## src/rtl/pulse_scheduler.sv

```systemverilog
// Two-requester round-robin front end for one delayed pulse-train generator.
// A grant latches delay/count, waits, then emits fixed-width pulses and reports done.
module pulse_scheduler #(
  parameter int DELAY_W  = 8,
  parameter int CNT_W    = 4,
  parameter int HIGH_CYC = 2,
  parameter int LOW_CYC  = 2
) (
  input  logic               clock,
  input  logic               reset,
  input  logic [1:0]         req,
  input  logic [DELAY_W-1:0] cfg_delay,
  input  logic [CNT_W-1:0]   cfg_count,
  input  logic               abort,
  output logic [1:0]         grant,
  output logic               owner,
  output logic               busy,
  output logic               signal,
  output logic               done
);

  typedef enum logic [1:0] {IDLE, WAIT, HIGH, LOW} state_t;

  localparam int PH_MAX = (HIGH_CYC > LOW_CYC) ? HIGH_CYC : LOW_CYC;
  localparam int PH_W   = $clog2(PH_MAX + 1);
  localparam logic [PH_W-1:0] HI_LOAD = PH_W'(HIGH_CYC - 1);
  localparam logic [PH_W-1:0] LO_LOAD = PH_W'(LOW_CYC - 1);

  state_t             state_q, state_d;
  logic [DELAY_W-1:0] dcnt_q, dcnt_d;
  logic [CNT_W-1:0]   pcnt_q, pcnt_d;
  logic [PH_W-1:0]    ph_q, ph_d;     // HIGH and LOW phases never overlap, so they share one counter
  logic [1:0]         grant_q, grant_d;
  logic               owner_q, owner_d;
  logic               last_q, last_d; // arbitration pointer: index of last winner
  logic               busy_q, busy_d;
  logic               signal_q, signal_d;
  logic               done_q, done_d;
  logic               win;

  always_comb begin
    state_d  = state_q;
    dcnt_d   = dcnt_q;
    pcnt_d   = pcnt_q;
    ph_d     = ph_q;
    grant_d  = 2'b00;
    owner_d  = owner_q;
    last_d   = last_q;
    busy_d   = busy_q;
    signal_d = signal_q;
    done_d   = 1'b0;
    win      = (req == 2'b11) ? ~last_q : req[1];

    if (abort && state_q != IDLE) begin
      state_d  = IDLE;
      busy_d   = 1'b0;
      signal_d = 1'b0;
    end else begin
      unique case (state_q)
        IDLE: begin
          busy_d   = 1'b0;
          signal_d = 1'b0;
          if (req != 2'b00) begin
            state_d = WAIT;
            grant_d = {win, ~win};
            owner_d = win;
            last_d  = win;
            busy_d  = 1'b1;
            dcnt_d  = cfg_delay;
            pcnt_d  = cfg_count;
          end
        end
        WAIT: begin
          if (dcnt_q != '0) begin
            dcnt_d = dcnt_q - 1'b1;
          end else if (pcnt_q != '0) begin
            state_d  = HIGH;
            signal_d = 1'b1;
            ph_d     = HI_LOAD;
          end else begin
            state_d = IDLE;
            done_d  = 1'b1;
            busy_d  = 1'b0;
          end
        end
        HIGH: begin
          if (ph_q != '0) begin
            ph_d = ph_q - 1'b1;
          end else begin
            pcnt_d   = pcnt_q - 1'b1;
            signal_d = 1'b0;
            // final falling edge doubles as completion; no trailing low gap
            if (pcnt_q == CNT_W'(1)) begin
              state_d = IDLE;
              done_d  = 1'b1;
              busy_d  = 1'b0;
            end else begin
              state_d = LOW;
              ph_d    = LO_LOAD;
            end
          end
        end
        LOW: begin
          if (ph_q != '0) begin
            ph_d = ph_q - 1'b1;
          end else begin
            state_d  = HIGH;
            signal_d = 1'b1;
            ph_d     = HI_LOAD;
          end
        end
        default: state_d = IDLE;
      endcase
    end
  end

  always_ff @(posedge clock) begin
    if (reset) begin
      state_q  <= IDLE;
      dcnt_q   <= '0;
      pcnt_q   <= '0;
      ph_q     <= '0;
      grant_q  <= 2'b00;
      owner_q  <= 1'b0;
      last_q   <= 1'b1;  // requester 0 wins the first tie
      busy_q   <= 1'b0;
      signal_q <= 1'b0;
      done_q   <= 1'b0;
    end else begin
      state_q  <= state_d;
      dcnt_q   <= dcnt_d;
      pcnt_q   <= pcnt_d;
      ph_q     <= ph_d;
      grant_q  <= grant_d;
      owner_q  <= owner_d;
      last_q   <= last_d;
      busy_q   <= busy_d;
      signal_q <= signal_d;
      done_q   <= done_d;
    end
  end

  assign grant  = grant_q;
  assign owner  = owner_q;
  assign busy   = busy_q;
  assign signal = signal_q;
  assign done   = done_q;

endmodule
```

## config.mk

```make
export PLATFORM = sky130hd
export DESIGN_NAME = pulse_scheduler
export DESIGN_NICKNAME = d
export VERILOG_FILES = /design/src/rtl/pulse_scheduler.sv
export SDC_FILE = /design/constraint.sdc
export NUM_CORES = 1
export LEC_CHECK = 0
export ABC_AREA = 1
export CORE_ASPECT_RATIO = 0.75
export CORE_MARGIN = 8
export CORE_UTILIZATION = 28
export CTS_CLUSTER_SIZE = 30
export DETAILED_ROUTE_END_ITERATION = 8
export GPL_ROUTABILITY_DRIVEN = 0
export GPL_TIMING_DRIVEN = 0
export PLACE_DENSITY = 0.51
export REMOVE_ABC_BUFFERS = 1
export SLEW_MARGIN = 10
export SYNTH_ARGS = -nofsm -noshare
export SYNTH_HDL_FRONTEND = slang
export SYNTH_SLANG_ARGS = --single-unit
```

## constraint.sdc

```tcl
create_clock -name clock -period 2.9 [get_ports clock]
set_input_delay 0.435 -clock clock [delete_from_list [all_inputs] [get_ports clock]]
set_output_delay 0.435 -clock clock [all_outputs]
set_load 0.005 [all_outputs]
```

==> results.md <==
- Status: completed
- Largest net degree at the start of global routing: 17
- # IOs: 23
- Register bit total from synthesis: 23
- Worst path arrival time: 2.34 ns
- CP max FO: 16
- Cell Chain, Critical Path: inv_1, ha_1, inv_1, o21ai_1, nand3_4, nand2_1, nand2_1, nor2_1
- CTS tree: yes
- Rel. slew slack: 0.625
- Hold Fails Final Rpt: 0
- Yosys cell types: 26
- Hold-fix buffers, CTS: 0
- DR pass1 iterations: 4
- Slowest-stage cell, CP: ha_1
- Placed cells: 303
- Worst R2R Start: state_q[1]
- Core ar.: 4950 um^2
- Final Critical Period: approximately 2.1 ns
- Final nets: between 200 and 300
- CTS Buf Count: 3
- DRT Wirelength: about 3400 um
- Initial Utilization: 0.294
- # setup viols final: 0
- Number of core rows: 22
- Ys Warns: 0
- Final Max Slew Viols: 0
- Post-synthesis cell area: approximately 1500 um^2
- Crit end category: register
- Tot GR Track Use: 0.0902
- ANT cells: 0
- Worst Hold Depth: 2
- Max rail drop VDD: 0.204 mV
- WL/cell: between 10 and 15 um
- RSZ-0062 raised after global routing: no
- Crit-path max cell delay: roughly 0.5 ns
- Total grt overflow: 0
- LEAKAGE: around 0.84 nW
- CP top delay family: adder cells
- Synth area leaders: dfxtp_1 (32%), nand2_1 (16%), nor2_1 (11%)
- Clock-pin slew on the worst setup and hold paths: 0.09 ns
- CTS Sinks: 23
- R2R setup slack: approximately 0.77 ns
- Power per cell area: between 800 and 900 nW/um^2
- Root Buffer: clkbuf_8
- Initial antenna violation count: 0
- Setup WS pre-CTS: around 0.74 ns
- Sequential-to-total area share from yosys stat: 0.316
- Crit path kind: register to register
- Worst Skew: just under 0.004 ns
- Layout area overhead: 20.4%
- Clock buffer depth: 2
- TNS Setup: 0 ns
- Mean Syn Cell Area: 6.44 um^2
- Full die area: between 7000 and 8000 um^2
- DR iter-0 viols: between 60 and 70
- Post-CTS Resized: 0
- Max-capacitance violation count: 0
- Fmax: roughly 470 MHz
- Type of the worst min-delay path: register to register
- Most area-hungry cell type in the Yosys netlist: dfxtp_1
- Chip width: between 90 and 100 um
- Fin crit share: 0.733
- DRC violations left: 0
- Worst hold path startpoint: owner
- Hold worst-path end: owner
- Die H: a little under 80 um
- Crit start category: register
- Post-synthesis cell count: 226
- Final cell count without fillers: 307
- Worst reg-to-reg path cell count: 8
- Port bufs: 22
- Least-Margin Pin Slew: around 0.56 ns
- Worst Path Required: approximately 3.1 ns
- Share of cells above drive strength 1: 0.0526
- Vias: ~1400
- Setup WS post-layout: roughly 0.77 ns
- Clk_lat worst skew: between 0.2 and 0.3 ns
- Postcts setup bufs: 0
- Vias in the first global route: roughly 1200
- Reg2reg end: dcnt_q[6]
- First-pass GRT wire length: between 5000 and 6000 um
- Vias/cell: roughly 4.5
- Fillers: between 500 and 600
- DRT antenna net count: 0
- Synth top area share: 0.316
- CTS H-tree lvls: 1
- DP Wirelength: 2620 um
- CP Buf/Inv Count: 2
[layout make-up]
cell class                      count  area (um^2)  area share
Clock inverter                      1         5.00     0.00286
Clock buffer                        3         41.3      0.0236
Timing Repair Buffer               22          220       0.126
Tap cell                           60         75.1      0.0428
Sequential cell                    23          460       0.263
Inverter                           27          101      0.0578
Multi-Input combinational cell    171          850       0.485
[worst max path at each step]
stage / from / depth (start not counted) / endpoint / slack (ns)
2_1_floorplan: state_q[1] / 7 / dcnt_q[3] / 1.25
3_5_place_dp: state_q[1] / 8 / dcnt_q[5] / 0.74
6_report: state_q[1] / 8 / dcnt_q[6] / 0.77
4_1_cts: state_q[1] / 8 / dcnt_q[6] / 0.73
3_3_place_gp: state_q[1] / 8 / dcnt_q[7] / 0.73
5_1_grt: state_q[1] / 8 / dcnt_q[5] / 0.50
[synth_stat cells]
| cell type | instances |
|---|---|
| o211ai_2 | 1 |
| nand3_4 | 1 |
| clkbuf_1 | 1 |
| nand2_2 | 2 |
| buf_6 | 1 |
| nand4_1 | 2 |
| dfxtp_1 | 23 |
| nand3_2 | 1 |
| o21ai_4 | 1 |
| ha_1 | 8 |
| nand2_4 | 1 |
| a21oi_1 | 11 |
| o21ai_0 | 15 |
| buf_4 | 2 |
| nor2_1 | 41 |
| o21ai_1 | 1 |
| buf_8 | 1 |
| nand3_1 | 16 |
| o21a_1 | 1 |
| nand2_1 | 62 |
| nor3_1 | 2 |
| nor2_4 | 1 |
| a31oi_1 | 2 |
| nor2_2 | 1 |
| nand3b_1 | 1 |
| inv_1 | 27 |
[worst register-to-register path: cells and delay by family (launching register included)]
| kind | cells | cell delay [ns] |
|---|---|---|
| adder cells (fa/ha/maj) | 1 | 0.51 |
| AND/OR/NAND/NOR | 4 | 0.50 |
| buffers and inverters | 2 | 0.43 |
| flip-flops | 1 | 0.35 |
| AO/OA/AOI/OAI | 1 | 0.29 |
[placed cells by master, fill, tap and decap left out, types with 2 or more instances in the layout]
cell,Yosys,routed
a21oi_1,11,11
a31oi_1,2,2
clkbuf_8,0,3
clkdlybuf4s50_1,0,22
dfxtp_1,23,23
ha_1,8,8
inv_1,27,27
nand2_1,62,62
nand2_2,2,2
nand3_1,16,16
nand4_1,2,2
nor2_1,41,41
nor3_1,2,2
o21ai_0,15,15
[state kept, by name, summed over array words and instances (netlist names)]
register	cells
grant	2
ph_q	2
last_q	1
busy	1
dcnt_q	8
state_q	2
signal	1
owner	1
pcnt_q	4
done	1
[kinds of logic after synthesis]
group                      share of synthesized area
and+or+nand+nor                                0.388
DFF                                            0.316
buffers and inverters                          0.101
AOI/OAI and AO/OA                              0.126
adders and majority gates                     0.0687
[per-layer routing]
metal	global-route usage	up-vias	part of all wire
li1	-	754	-
met1	0.126	594	0.55
met2	0.134	18	0.41
met3	0.0185	5	0.026
met4	0.0271	0	0.012
met5	0	-	0
[where the power goes]
part           switching (W)  internal [W]
Clock               0.000113     0.0000963
Sequential         0.0000693      0.000414
Combinational       0.000555      0.000317
Total               0.000737      0.000828
[through the flow]
step,utilization,power (W),cell area (um^2),hold WS [ns]
2_1_floorplan,-,0.00114,1410,0.429
3_3_place_gp,0.344,0.00136,1710,0.446
3_5_place_dp,0.344,0.00136,1710,0.444
4_1_cts,0.354,0.00158,1750,0.468
5_1_grt,0.354,0.00173,1750,0.490
6_report,0.354,0.00157,1750,0.467
(Power assumes the default switching activity.)
